--- src/rtl/music_player.sv ---
// Sheet-driven tone sequencer: steps through a combinational music ROM and
// renders each note as a square wave for its programmed number of duration units.
module music_player #(
  parameter int ADDR_W      = 2,
  parameter int TICK_CYCLES = 12_500_000,
  parameter int NOTE_W      = 20,
  parameter int DUR_W       = 5
) (
  input  logic              clk,
  input  logic              reset,
  input  logic              start,
  input  logic              stop,
  output logic [ADDR_W-1:0] number,
  input  logic [NOTE_W-1:0] note,
  input  logic [DUR_W-1:0]  duration,
  input  logic              done,
  output logic              speaker,
  output logic              playing,
  output logic              finished
);

  localparam int TICK_W = (TICK_CYCLES > 1) ? $clog2(TICK_CYCLES) : 1;
  localparam logic [TICK_W-1:0] TICK_LAST = TICK_W'(TICK_CYCLES - 1);

  typedef enum logic [2:0] {
    S_IDLE    = 3'd0,
    S_LOAD    = 3'd1,
    S_PLAY    = 3'd2,
    S_ADVANCE = 3'd3,
    S_FINISH  = 3'd4
  } state_e;

  state_e             state_q, state_d;
  logic [ADDR_W-1:0]  number_q, number_d;
  logic [NOTE_W-1:0]  note_q, note_d;
  logic [NOTE_W-1:0]  tone_q, tone_d;
  logic [DUR_W-1:0]   dur_q, dur_d;
  logic [DUR_W-1:0]   unit_q, unit_d;
  logic [TICK_W-1:0]  tick_q, tick_d;
  logic               speaker_q, speaker_d;
  logic               playing_q, finished_q;

  // Next-state and counter update; stop overrides every transition out of a busy state.
  always_comb begin
    state_d  = state_q;
    number_d = number_q;
    note_d   = note_q;
    dur_d    = dur_q;
    tone_d   = tone_q;
    tick_d   = tick_q;
    unit_d   = unit_q;
    if (stop && (state_q != S_IDLE)) begin
      state_d  = S_IDLE;
      number_d = ADDR_W'(0);
    end else begin
      case (state_q)
        S_IDLE: begin
          if (start && !stop) begin
            state_d  = S_LOAD;
            number_d = ADDR_W'(0);
          end else begin
            state_d  = S_IDLE;
          end
        end
        S_LOAD: begin
          note_d = note;
          dur_d  = duration;
          tone_d = NOTE_W'(0);
          tick_d = TICK_W'(0);
          unit_d = DUR_W'(0);
          if (done) begin
            state_d = S_FINISH;
          end else if (duration == DUR_W'(0)) begin
            state_d = S_ADVANCE;
          end else begin
            state_d = S_PLAY;
          end
        end
        S_PLAY: begin
          if ((note_q <= NOTE_W'(1)) || (tone_q == note_q - NOTE_W'(1))) begin
            tone_d = NOTE_W'(0);
          end else begin
            tone_d = tone_q + NOTE_W'(1);
          end
          if (tick_q == TICK_LAST) begin
            tick_d = TICK_W'(0);
            unit_d = unit_q + DUR_W'(1);
            if (unit_q == dur_q - DUR_W'(1)) begin
              state_d = S_ADVANCE;
            end else begin
              state_d = S_PLAY;
            end
          end else begin
            tick_d = tick_q + TICK_W'(1);
          end
        end
        S_ADVANCE: begin
          number_d = number_q + ADDR_W'(1);
          state_d  = S_LOAD;
        end
        S_FINISH: begin
          number_d = ADDR_W'(0);
          state_d  = S_IDLE;
        end
        default: begin
          number_d = ADDR_W'(0);
          state_d  = S_IDLE;
        end
      endcase
    end
    // Speaker is computed from next-cycle values so it is aligned with the PLAY cycle it belongs to.
    speaker_d = (state_d == S_PLAY) && (note_d > NOTE_W'(1)) && (tone_d < (note_d >> 1));
  end

  // State, counters and registered outputs.
  always_ff @(posedge clk or posedge reset) begin
    if (reset) begin
      state_q    <= S_IDLE;
      number_q   <= ADDR_W'(0);
      note_q     <= NOTE_W'(0);
      dur_q      <= DUR_W'(0);
      tone_q     <= NOTE_W'(0);
      tick_q     <= TICK_W'(0);
      unit_q     <= DUR_W'(0);
      speaker_q  <= 1'b0;
      playing_q  <= 1'b0;
      finished_q <= 1'b0;
    end else begin
      state_q    <= state_d;
      number_q   <= number_d;
      note_q     <= note_d;
      dur_q      <= dur_d;
      tone_q     <= tone_d;
      tick_q     <= tick_d;
      unit_q     <= unit_d;
      speaker_q  <= speaker_d;
      playing_q  <= (state_d != S_IDLE);
      finished_q <= (state_d == S_FINISH);
    end
  end

  assign number   = number_q;
  assign speaker  = speaker_q;
  assign playing  = playing_q;
  assign finished = finished_q;

endmodule

--- config.mk ---
export PLATFORM = sky130hd
export DESIGN_NAME = music_player
export DESIGN_NICKNAME = d
export VERILOG_FILES = /design/src/rtl/music_player.sv
export SDC_FILE = /design/constraint.sdc
export NUM_CORES = 1
export LEC_CHECK = 0
export ABC_CLOCK_PERIOD_IN_PS = 4000
export BUFFER_PORTS_ARGS = -buffer_cell sky130_fd_sc_hd__buf_2
export CELL_PAD_IN_SITES_DETAIL_PLACEMENT = 1
export CELL_PAD_IN_SITES_GLOBAL_PLACEMENT = 2
export CORE_AREA = 2 2 126 128
export DETAILED_ROUTE_END_ITERATION = 8
export DIE_AREA = 0 0 128 130
export GPL_TIMING_DRIVEN = 0
export PLACE_DENSITY_LB_ADDON = 0.2
export SLEW_MARGIN = 10
export SYNTH_ARGS = -nofsm -noshare
export SYNTH_HDL_FRONTEND = slang
export SYNTH_SLANG_ARGS = --single-unit
--- constraint.sdc ---
create_clock -name clk -period 4 [get_ports clk]
set_input_delay 0.4 -clock clk [delete_from_list [all_inputs] [get_ports clk]]
set_output_delay 0.4 -clock clk [all_outputs]
set_load 0.005 [all_outputs]
[Word-level counts from Yosys, hierarchy flattened]
Cells that the tools add are included.
Operators by class
  add/sub/neg operators: 6
  multiply operators: 0
  divide/modulo/power cells: 0
  $lt $le $gt $ge: 3
  eq/ne operators: 11
  shift operators: 0
  muxes and demuxes: 19
  bitwise gates (word level): 1
  reduce and logical (&&, ||, !) cells: 16
Operators by type and width (count)
  $mux W20: 4
  $pmux W24 S2: 1
  $pmux W20 S2: 1
  $add A24 B1 Y24 const B: 1
  $eq A24 B24 Y1 const B: 1
  $mux W24: 1
  $add A20 B1 Y20 const B: 1
  $eq A20 B20 Y1: 1
  $gt A20 B1 Y1 const B: 1
  $le A20 B1 Y1 const B: 1
  $lt A20 B19 Y1: 1
  $sub A20 B1 Y20 const B: 1
  $pmux W3 S4: 1
  $pmux W5 S2: 1
  $eq A3 B2 Y1 const B: 3
  $mux W3: 3
  $pmux W2 S3: 1
  $reduce_and A2 Y1: 3
  $reduce_bool A3 Y1: 2
  $add A5 B1 Y5 const B: 1
  $eq A5 B5 Y1: 1
  $logic_not A5 Y1: 1
  $mux W5: 1
  $sub A5 B1 Y5 const B: 1
  16 further kinds: 22
Storage, ports and cells
  register bits: 82
  latch bits: 0
  bits in writable memories: 0
  memory bits (read-only): 0
  input port bits: 30
  word-level logic and storage cells: 66
  memories kept: 0

[Longest topological paths before layout]
Gate-level depths: netlist of run 1.
  depth in word-level cells: 9
  mapped depth: 20
  depth with buffers taken out: 19

[Worst setup path after synthesis of run 1]
No wires, ideal clock.
  path type: reg2reg
  start: register note_q[12]
  end: register speaker_q, in the netlist speaker
  data arrival time: 4.160 ns
  data required time: 3.878 ns
  path slack: -0.281 ns
  cell stages (with the launch flop): 17
  path buffers: 1
  period minus slack after synthesis: 4.281 ns
  cell sequence: dfrtp_1 -> or4_1 -> or3_4 -> nor4_4 -> xnor2_1 -> nor4_4 -> o2111ai_4 -> buf_6 -> nand4_1 -> o311ai_1 -> ha_1 -> nand3_1 -> nor3_1 -> nand2_1 -> or4_1 -> o31a_1 -> o2111a_1
Between the ends
  cells in the longest elaborated chain, start to end: 8
  elaborated cells on any way between the ends: 13
Ends and longest elaborated chain
  start, declared: line 35  | logic [NOTE_W-1:0] note_q, note_d;
  start signal, assigned: line 131  | note_q <= note_d;
  $sub A20 B1 Y20: line 80  | if ((note_q <= NOTE_W'(1)) || (tone_q == note_q - NOTE_W'(1))) begin
  $eq A20 B20 Y1: line 80
  $logic_or A1 B1 Y1 (*): line 80
  $mux W20 (*): line 80
  $pmux W20 S2 (*): line 56  | case (state_q)
  $mux W20 (*): line 52  | if (stop && (state_q != S_IDLE)) begin
  via tone_d[16]: line 36  | logic [NOTE_W-1:0] tone_q, tone_d;
  $lt A20 B19 Y1 (*): line 112  | speaker_d = (state_d == S_PLAY) && (note_d > NOTE_W'(1)) && (tone_d < (note_d >> 1));
  $logic_and A1 B1 Y1 (*): line 112
  via speaker_d: line 40  | logic speaker_q, speaker_d;
  end signal, assigned: line 136  | speaker_q <= speaker_d;
  end, declared: line 40
The timed path passes the listed nets; every way through them passes the cells marked *.
A chain may end at the register's enable or synchronous reset.

[Worst setup path after layout of run 1]
  start: register note_q[0]
  end: register speaker_q, in the netlist speaker
The elaborated chain is that of the path after synthesis.

==> flow_summary.toml, run 1 <==
[clock_network]
tritoncts = "done"
cts_max_level = 3
path_clk_slew_ns = 0.07
cts_root_buffer = "clkbuf_16"
clock_latency_ns = 0.35
cts_made_buffers = 9
cts.sinks = 82
cts_buffer_depth = 2
cts_hold_buffers = 0

[route]
met2_length_mm = 8.37
firstDrtPassIters = 4
top_layer_used = "met4"
dr_total_vias = 4551
wl_per_cell_um = 20.1
drt_iter0_markers = 207
drt_wl_total_mm = 16.8
drtAntennaViolNets = 0
wl_met3_um = 580
drcViolationCount = 0
wl_met1_mm = 7.45
vias_per_cell = 5.44

[setup_path]
cp_slowest_cell = "or4_4"
reg2reg_slack_ns = -0.66
cp.arrival_ns = 4.89
start_kind = "flip-flop"
rr_worst_depth = 16
crit_start = "note_q[0]"
crit_fanout = 6
slowest_delay_ns = 0.59
critPathCapture = "speaker"
worstSetupEndpointType = "flip-flop"
cp_cell_sequence = "or4_4, nor4_4, xnor2_2, nand4_1, nor4_4, o2111ai_4, buf_6, a31oi_1, o22ai_1, ha_1, nand3_2, nor3_4, nand2_1, or4_4, o31a_1, o2111a_1"
worstPathRequired_ns = 4.23
worstSetupPathType = "reg2reg"
r2r-end = "speaker"
reg2reg_from = "note_q[0]"

[cells_and_area]
nets = 693
layout-drive-gt1-share = 0.174
n_antenna_cell = 0
area_delta_synth_final_pct = 19.3
post-route-util = 0.408

[synthesis]
yosys.area.top_type = "dfrtp_1"
synth-warning-count = 0
postSynthCellCount = 581
avgSynthCellArea_um2 = 9.08
synthFlopType = "dfrtp_1"
synth_fp_nets = 635
netlist_area_um2 = 5280
synth_top_area_share = 0.389
ys_top_cells_by_area = "dfrtp_1 (39%), ha_1 (5.7%), xor2_1 (5.6%)"
ys_seq_elements = 82
synth_edf_count = 0
ys_seq_area_frac = 0.389
ys_types = 63
async_flop_share = 1.00

[power_and_ir_drop]
power.share.clock = 0.286
p_sw_mw = 1.12
vdd_drop_max_uv = 234
internal-power_mw = 1.84
switching_share = 0.378
p_seq_frac = 0.384
leakagePower_nw = 2.68
comb_power_share = 0.330
power.total_mw = 2.96
power.density_nw_per_um2 = 470

[timing]
finalSetupViolCount = 1
finClkSkew_ns = 0.00684
rsz0062_at_grt = "yes"
post-route-period-util = 1.16
fin_setup_tns_ns = -0.660
max_freq_ghz = 0.215
drv_slew = 0
finalHoldViolCount = 0
relSlewSlack = 0.338
worstMarginPinSlew_ns = 0.984
min_period_ns = 4.66
fin_ws_ns = -0.660
whs_ns = 0.103

[placed_design]
dp_hpwl_mm = 12.4
routabilityCongestion = 0.845
portBuffers = 33
pre_cts_ws_ns = -1.15

[floorplan]
ios = 35
start_util = 0.342
fp.coreArea_um2 = 15400
die_w_um = 128
die_y_um = 130
num_rows = 46
die-area_um2 = 16600

[global_route]
grt_overflow = 0
grt_max_degree = 43
groute.usage.overall = 0.217
antenna_found_initial = 0
grt_pass1_vias = 4961
grt_pass1_wl_mm = 27.4

[hold_path]
hold_class = "in2async"

[status]
status = "finished with violations"
violations = "negative setup slack"

[run]
drv_cap = 0
-- cell usage in the layout (no fill, tap or decap), drive strengths merged, types with 5 or more instances in the layout --
cell type	count
buf	59
nor2	55
xor2	34
dfrtp	82
clkbuf	25
a21oi	14
or4	5
nand4	23
nor2b	7
nand3	34
nor4	11
inv	33
nor3	15
a31oi	8
xnor2	28
ha	24
mux2i	23
and3	6
nand2b	6
o21ai	28
nand2	53
-- final cells by class --
type	instances	area (um^2)
multi-input combinational	440	3160
clock buffer	11	233
buffer	23	106
tap	192	240
fill	1789	9130
timing repair buffer	50	317
clock inverter	5	55.1
sequential	82	2060
inverter	33	126
-- critical path, delay by kind of cell, from the launching register on --
kind | cells | cell delay [ns]
buffers and inverters | 1 | 0.18
adders and majority gates | 1 | 0.33
AOI/OAI and AO/OA | 5 | 1.04
and+or+nand+nor | 8 | 2.35
xor gates and xnor gates | 1 | 0.16
DFF | 1 | 0.47
-- power by group through the flow --
stage | sequential (mW) | clock (mW) | combinational [mW]
finish | 1.14 | 0.845 | 0.976
floorplan | 1.07 | 0 | 0.642
detailed placement | 1.11 | 0 | 0.889
global route | 1.16 | 0.900 | 1.09
global placement | 1.11 | 0 | 0.860
CTS | 1.13 | 0.870 | 0.953
-- how the worst min path moves through the flow --
stage,startpoint,end,slack (ns),cells after the start
floorplan,tick_q[20],tick_q[20],0.47,1
global placement,tick_q[20],tick_q[20],0.49,1
detailed placement,reset,tick_q[21],0.51,2
CTS,reset,tick_q[19],0.13,2
global route,reset,tick_q[17],0.15,2
finish,reset,tick_q[21],0.10,2
-- cell usage after synthesis (6+ instances only) --
master,instances
xor2_1,34
nand4_1,23
nand2_1,52
nor4_1,7
nand3_1,34
a21oi_1,14
dfrtp_1,82
a31oi_1,8
inv_1,33
clkbuf_1,16
and3_1,6
o21ai_0,19
nand2b_1,6
o21ai_1,9
mux2i_1,23
ha_1,24
nor2_1,55
nor2b_1,7
xnor2_1,28
nor3_1,15
-- state kept, by name (all words and copies together) (netlist names) --
| register | flops |
|---|---|
| tick_q | 24 |
| state_q | 3 |
| tone_q | 20 |
| dur_q | 5 |
| finished | 1 |
| playing | 1 |
| unit_q | 5 |
| note_q | 20 |
| speaker | 1 |
| number | 2 |
-- routing by layer --
layer | track usage | up-vias
met4 | 0.0679 | 0
met5 | 0 | -
met3 | 0.0508 | 23
met1 | 0.267 | 2295
met2 | 0.379 | 58
li1 | - | 2175
-- cell families after synthesis --
kind of cell | after synthesis | synth area share
xor gates and xnor gates | 62 | 0.103
and+or+nand+nor | 241 | 0.242
AOI/OAI and AO/OA | 87 | 0.114
muxes | 26 | 0.0500
DFF | 82 | 0.389
buffers and inverters | 59 | 0.0455
adders and majority gates | 24 | 0.0569
-- what timing repair did --
item                       CTS  global route
setup buffers               13             3
resized for setup           15            10
hold endpoints to repair     0             0
setup endpoints to repair    1             1
pin swaps                   14             5
gates cloned                 0             0
-- through the flow --
stage	cell area (um^2)	std cells
after floorplan	5340	581
after global placement	5750	806
after detailed placement	5780	807
after CTS	6220	834
after global routing	6290	836
final	6290	836
Power figures use the tool's default switching activity.
==> inputs of run 2 (changes only) <==
ABC_AREA = 1   (was default)
CORE_AREA = 2 2 132 134   (was 2 2 126 128)
DIE_AREA = 0 0 134 136   (was 0 0 128 130)
==> run 2 against run 1 <==
  * The flow now finishes without violations
  * Synthesized area increased by 3.5%
  * Non-clock buffer count decreased by 18
  * Sequential share of layout area decreased by 0.37 points
  * Clock skew increased by 0.0064 ns
  * Core utilization decreased by 3.2 points
  * Highest routed layer unchanged
==> flow_summary.toml, run 2 <==
[synthesis]
synth_edf_count = 0
yosysMostFrequentCell = "nand2_1"
synthFlopType = "dfrtp_1"
ys_types = 49
synth_fp_nets = 782
avgSynthCellArea_um2 = 7.51
yosys.area.top_type = "dfrtp_1"
postSynthCellCount = 728
ys_seq_elements = 82
async_flop_share = 1.00
ys_top_cells_by_area = "dfrtp_1 (38%), nand2_1 (13%), inv_1 (6.5%)"
ys_seq_area_frac = 0.376
yosys-top-cells-count = "nand2_1 (183), inv_1 (94), dfrtp_1 (82)"
synth_top_area_share = 0.376
netlist_area_um2 = 5460
synth-warning-count = 0

[run]
drv_cap = 0

[cells_and_area]
instances_no_fill = 1011
n_antenna_cell = 0
nFillCells = 2123
area_delta_synth_final_pct = 16.3
largest_reg_flops = 24
layout-drive-gt1-share = 0.137
largest_registers = "tick_q: 24 flops, note_q: 20 flops, tone_q: 20 flops"
stdcell_area_um2 = 6350
top_register = "tick_q"
nets = 836
final_common_cell = "nand2_1"
final_cell_mix = "nand2_1 (178), inv_1 (92), dfrtp_1 (80), nor2_1 (69), buf_2 (40)"

[setup_path]
reg2reg_slack_ns = 0.21
rr_worst_depth = 21
path_delay_family = "simple AND/OR/NAND/NOR gates"
worstSetupPathType = "reg2reg"
worstSetupEndpointType = "flip-flop"
cp.arrival_ns = 4.05
slowest_delay_ns = 0.39
reg2reg_from = "tone_q[0]"
critPathMostFrequentCell = "nand2_1"
worstPathRequired_ns = 4.27
cp_cell_sequence = "ha_2, nand3_2, nor2_2, nand2_2, nor3_4, nand4_1, nor2_2, nand2_2, nor3_2, nand2_1, xor2_1, o31ai_2, ha_1, and3_1, nor4_1, nand2_1, nor2_1, o2111ai_1, inv_1, nand2_1, a21oi_1"
crit_fanout = 4
r2r-end = "speaker"
path_buf_inv = 1
cp_slowest_cell = "dfrtp_2"
start_kind = "flip-flop"

[floorplan]
ios = 35
die_w_um = 134
num_rows = 48
die-area_um2 = 18200
start_util = 0.324
fp.coreArea_um2 = 16900
die_y_um = 136

[timing]
worstMarginPinSlew_ns = 0.674
finalSetupViolCount = 0
min_period_ns = 3.79
finClkSkew_ns = 0.0133
finalHoldViolCount = 0
max_freq_ghz = 0.264
post-route-period-util = 0.947
fin_setup_tns_ns = 0
drv_slew = 0
relSlewSlack = 0.550

[global_route]
groute.usage.overall = 0.201
grt_overflow = 0
grt_pass1_vias = 5297
grt_max_degree = 49
antenna_found_initial = 0
grt_pass1_wl_mm = 28.0

[power_and_ir_drop]
vdd_drop_max_uv = 194
power.total_mw = 3.99
power.density_nw_per_um2 = 627
leakagePower_nw = 3.00

[clock_network]
path_clk_slew_ns = 0.07
cts_buffer_depth = 2
cts_max_level = 3
cts_made_buffers = 9
clock_latency_ns = 0.35
cts.sinks = 82
cts_root_buffer = "clkbuf_16"
tritoncts = "done"

[status]
status = "finished clean"

[placed_design]
routabilityCongestion = 0.867
post-place-cells = 988
place_area_um2 = 5940
portBuffers = 34
dp_hpwl_mm = 13.8

[hold_path]
hold_class = "in2async"

[route]
dr_total_vias = 5009
drcViolationCount = 0
wl_per_cell_um = 17.4
drt_iter0_markers = 159
vias_per_cell = 4.95
drtAntennaViolNets = 0
drt_wl_total_mm = 17.6
firstDrtPassIters = 4
[run 2: cell types whose count changed after synthesis, moves of 8 or more]
cell | previous run | this run
clkbuf_1 | 16 | 3
inv_1 | 33 | 94
mux2i_1 | 23 | 0
nand2_1 | 52 | 183
nor2_1 | 55 | 73
o21ai_0 | 19 | 37
o21ai_1 | 9 | 1
o32ai_1 | 0 | 8
xnor2_1 | 28 | 11
[run 2: per-stage QoR]
step                utilization  hold slack, ns  setup WS [ns]
floorplan                     -           0.453          0.785
global placement          0.351           0.476        -0.0692
detailed placement        0.352           0.491         -0.178
CTS                       0.370           0.191         0.0385
global route              0.377           0.212        -0.0649
finish                    0.377           0.156          0.212
[run 2: cell families (layout without fill, tap and decap cells)]
group / count (synthesis) / count (layout) / share of synthesized area
flops: 82 / 82 / 0.376
buf+inv: 112 / 170 / 0.0806
xor+xnor: 43 / 43 / 0.0689
simple gates: 366 / 366 / 0.302
compound gates: 101 / 101 / 0.117
fa+ha+maj: 24 / 24 / 0.0550
[run 2: layer usage]
metal,global-route usage,wire [um],share of wire,vias up
met1,0.251,7950,0.45,2441
met3,0.0194,360,0.021,18
met4,0.0703,340,0.019,0
met5,0,0,0,-
li1,-,-,-,2496
met2,0.364,8910,0.51,54
[run 2: what timing repair did]
action | in CTS | in global routing
resized for setup | 7 | 16
setup endpoints to repair | 1 | 1
hold buffers | 0 | 0
pin swaps | 0 | 8
buffers inserted | 0 | 8
[run 2: where the power goes]
group	total, mW	internal, mW	switching [mW]	leakage (nW)
Clock	0.833	0.483	0.350	0.134
Combinational	1.79	0.657	1.14	1.79
Sequential	1.36	1.07	0.292	1.07
[run 2: layout make-up]
cell class | count | area [um^2] | area share
multi-input cells | 534 | 3040 | 0.478
well taps | 225 | 282 | 0.0443
clock buffers | 13 | 240 | 0.0378
clock inverters | 2 | 38.8 | 0.00610
plain buffers | 12 | 71.3 | 0.0112
inverters | 100 | 378 | 0.0595
flip-flops and latches | 82 | 2050 | 0.323
repair buffers | 43 | 250 | 0.0394
[run 2: worst max-delay path by stage]
stage                   start      end  slack [ns]  depth (start not counted)
CTS                 note_q[0]  speaker        0.04                         22
global route        tone_q[0]  speaker       -0.06                         21
floorplan           note_q[0]  speaker        0.79                         22
finish              tone_q[0]  speaker        0.21                         21
detailed placement  note_q[0]  speaker       -0.18                         21
global placement    note_q[0]  speaker       -0.07                         21
[run 2: worst register-to-register path: stages, from the launching register on]
cell and delay [ns]:
dfrtp_2 0.39, ha_2 0.21, nand3_2 0.09, nor2_2 0.13, nand2_2 0.09, nor3_4 0.24, nand4_1 0.20, nor2_2 0.19
nand2_2 0.09, nor3_2 0.23, nand2_1 0.09, xor2_1 0.17, o31ai_2 0.28, ha_1 0.30, and3_1 0.18, nor4_1 0.27
nand2_1 0.11, nor2_1 0.10, o2111ai_1 0.11, inv_1 0.07, nand2_1 0.05, a21oi_1 0.14
==> inputs of run 3 (changes only) <==
ABC_CLOCK_PERIOD_IN_PS = 4300   (was 4000)
CORE_AREA = 2 2 127 129   (was 2 2 132 134)
DIE_AREA = 0 0 129 131   (was 0 0 134 136)
clock period = 4.3 ns   (was 4 ns; I/O delays follow)
==> run 3 against run 2 <==
  * Final area decreased by 0.87%
  * Cell count fell by 1.6%
  * Wire length is 1.4% lower
==> flow_summary.toml, run 3 (synthesis gave the netlist of run 2 again) <==
[status]
status = "finished clean"

[cells_and_area]
layout-drive-gt1-share = 0.119
largest_reg_flops = 24
stdcell_area_um2 = 6300
n_antenna_cell = 0
area_delta_synth_final_pct = 15.3
final_common_cell = "nand2_1"
nFillCells = 1942
post-route-util = 0.404
top_register = "tick_q"
largest_registers = "tick_q: 24 flops, note_q: 20 flops, tone_q: 20 flops"
nets = 828
final_cell_mix = "nand2_1 (181), inv_1 (92), dfrtp_1 (81), nor2_1 (73), buf_2 (40)"
multiInputGateArea_um2 = 3010
area.sequential_um2 = 2050

[setup_path]
crit_fanout = 10
start_kind = "flip-flop"
worstSetupEndpointType = "flip-flop"
worstPathRequired_ns = 4.57
worstSetupPathType = "reg2reg"
cp.arrival_ns = 4.20

[timing]
min_period_ns = 3.93
finalSetupViolCount = 0
finClkSkew_ns = 0.0104
rsz0062_at_grt = "no"
max_freq_ghz = 0.254
fin_setup_tns_ns = 0
finalHoldViolCount = 0
relSlewSlack = 0.539
worstMarginPinSlew_ns = 0.692
post-route-period-util = 0.914
drv_slew = 0
fin_ws_ns = 0.370

[placed_design]
place_area_um2 = 5930
pre_cts_ws_ns = -0.0131
dp_hpwl_mm = 13.7
routabilityCongestion = 0.829
portBuffers = 34

[route]
vias_per_cell = 5.07
drt_wl_total_mm = 17.3
drt_iter0_markers = 194
firstDrtPassIters = 4
wl_per_cell_um = 17.4
drcViolationCount = 0
dr_total_vias = 5047
drtAntennaViolNets = 0

[power_and_ir_drop]
power.total_mw = 3.76
vdd_drop_max_uv = 269
power.density_nw_per_um2 = 597
leakagePower_nw = 2.98

[clock_network]
cts_max_level = 3
path_clk_slew_ns = 0.07
cts_made_buffers = 9
tritoncts = "done"
cts_buffer_depth = 2
post_cts_buffers = 0
cts_root_buffer = "clkbuf_16"
cts.sinks = 82
clock_latency_ns = 0.35

[floorplan]
num_rows = 46
start_util = 0.350
die_w_um = 129
die-area_um2 = 16900
fp.coreArea_um2 = 15600
die_y_um = 131
ios = 35

[global_route]
groute.usage.overall = 0.215
gr-usage-met1 = 0.267
grt_overflow = 0
grt_max_degree = 46
grt_pass1_vias = 5400
grt-busiest-layer = "met2"
antenna_found_initial = 0
grt_pass1_wl_mm = 27.7
grt_use_met3 = 0.0257
met2_usage = 0.382

[run]
drv_cap = 0

[hold_path]
hold_class = "in2async"
-- run 3: cell count changes in the layout (fill, tap and decap cells not counted), sizes merged --
| cell | change |
|---|---|
| inv | +1 |
| clkinvlp | +2 |
| buf | -9 |
| bufinv | +1 |
| clkbuf | -2 |
-- run 3: final cells by class --
class / instances / share of cell area
buffer: 12 / 0.0107
clock buffer: 10 / 0.0379
clock inverter: 6 / 0.0141
inverter: 100 / 0.0600
multi-input combinational: 534 / 0.477
sequential: 82 / 0.326
tap: 216 / 0.0429
timing repair buffer: 35 / 0.0314
-- run 3: worst max-delay path, cell delays in order (launching register included) --
cell and delay, ns:
dfrtp_1 0.42, inv_2 0.12, ha_2 0.23, nand2_2 0.13, nor2_4 0.17, nand2_1 0.11, o21ai_0 0.17, nand2_1 0.07
nand3_1 0.11, nor2_1 0.05, nand2_1 0.15, nand2_2 0.13, clkbuf_4 0.24, o32ai_1 0.37, ha_1 0.32, a21oi_1 0.13
nor2_1 0.07, a211oi_2 0.22, o221ai_1 0.24, nand3_1 0.16, nand2_1 0.06, a21oi_1 0.15
-- run 3: metrics by stage --
stage,instances,hold WS (ns)
floorplan,728,0.453
global placement,978,0.476
detailed placement,979,0.493
CTS,995,0.155
global route,995,0.179
finish,995,0.141
-- run 3: metal layers --
metal	part of all wire	wire length, um	up-vias
li1	-	-	2475
met1	0.46	7890	2495
met2	0.50	8690	48
met3	0.016	281	29
met4	0.026	457	0
met5	0	0	-
-- run 3: final timing paths --
| path | from | endpoint | slack, ns | cells after the start |
|---|---|---|---|---|
| max | note_q[0] | speaker | 0.37 | 21 |
| min | reset | note_q[7] | 0.14 | 2 |
| max in group asynchronous | reset | state_q[0] | 3.53 | 3 |
| min in group clk | duration[3] | dur_q[3] | 0.29 | 3 |
| max reg2reg | note_q[0] | speaker | 0.37 | 21 |
| min reg2reg | dur_q[4] | dur_q[4] | 0.50 | 2 |
-- run 3: power by group --
group / internal, mW / switching, mW / total, mW
registers: 0.993 / 0.271 / 1.26
clock network: 0.526 / 0.343 / 0.869
logic: 0.585 / 1.05 / 1.63
total: 2.10 / 1.66 / 3.76
-- run 3: timing repair --
item / 4_1_cts / 5_1_grt
pin swaps: 0 / 2
endpoints found under the setup margin: 1 / 1
hold buffers: 0 / 0
resized for setup: 1 / 9
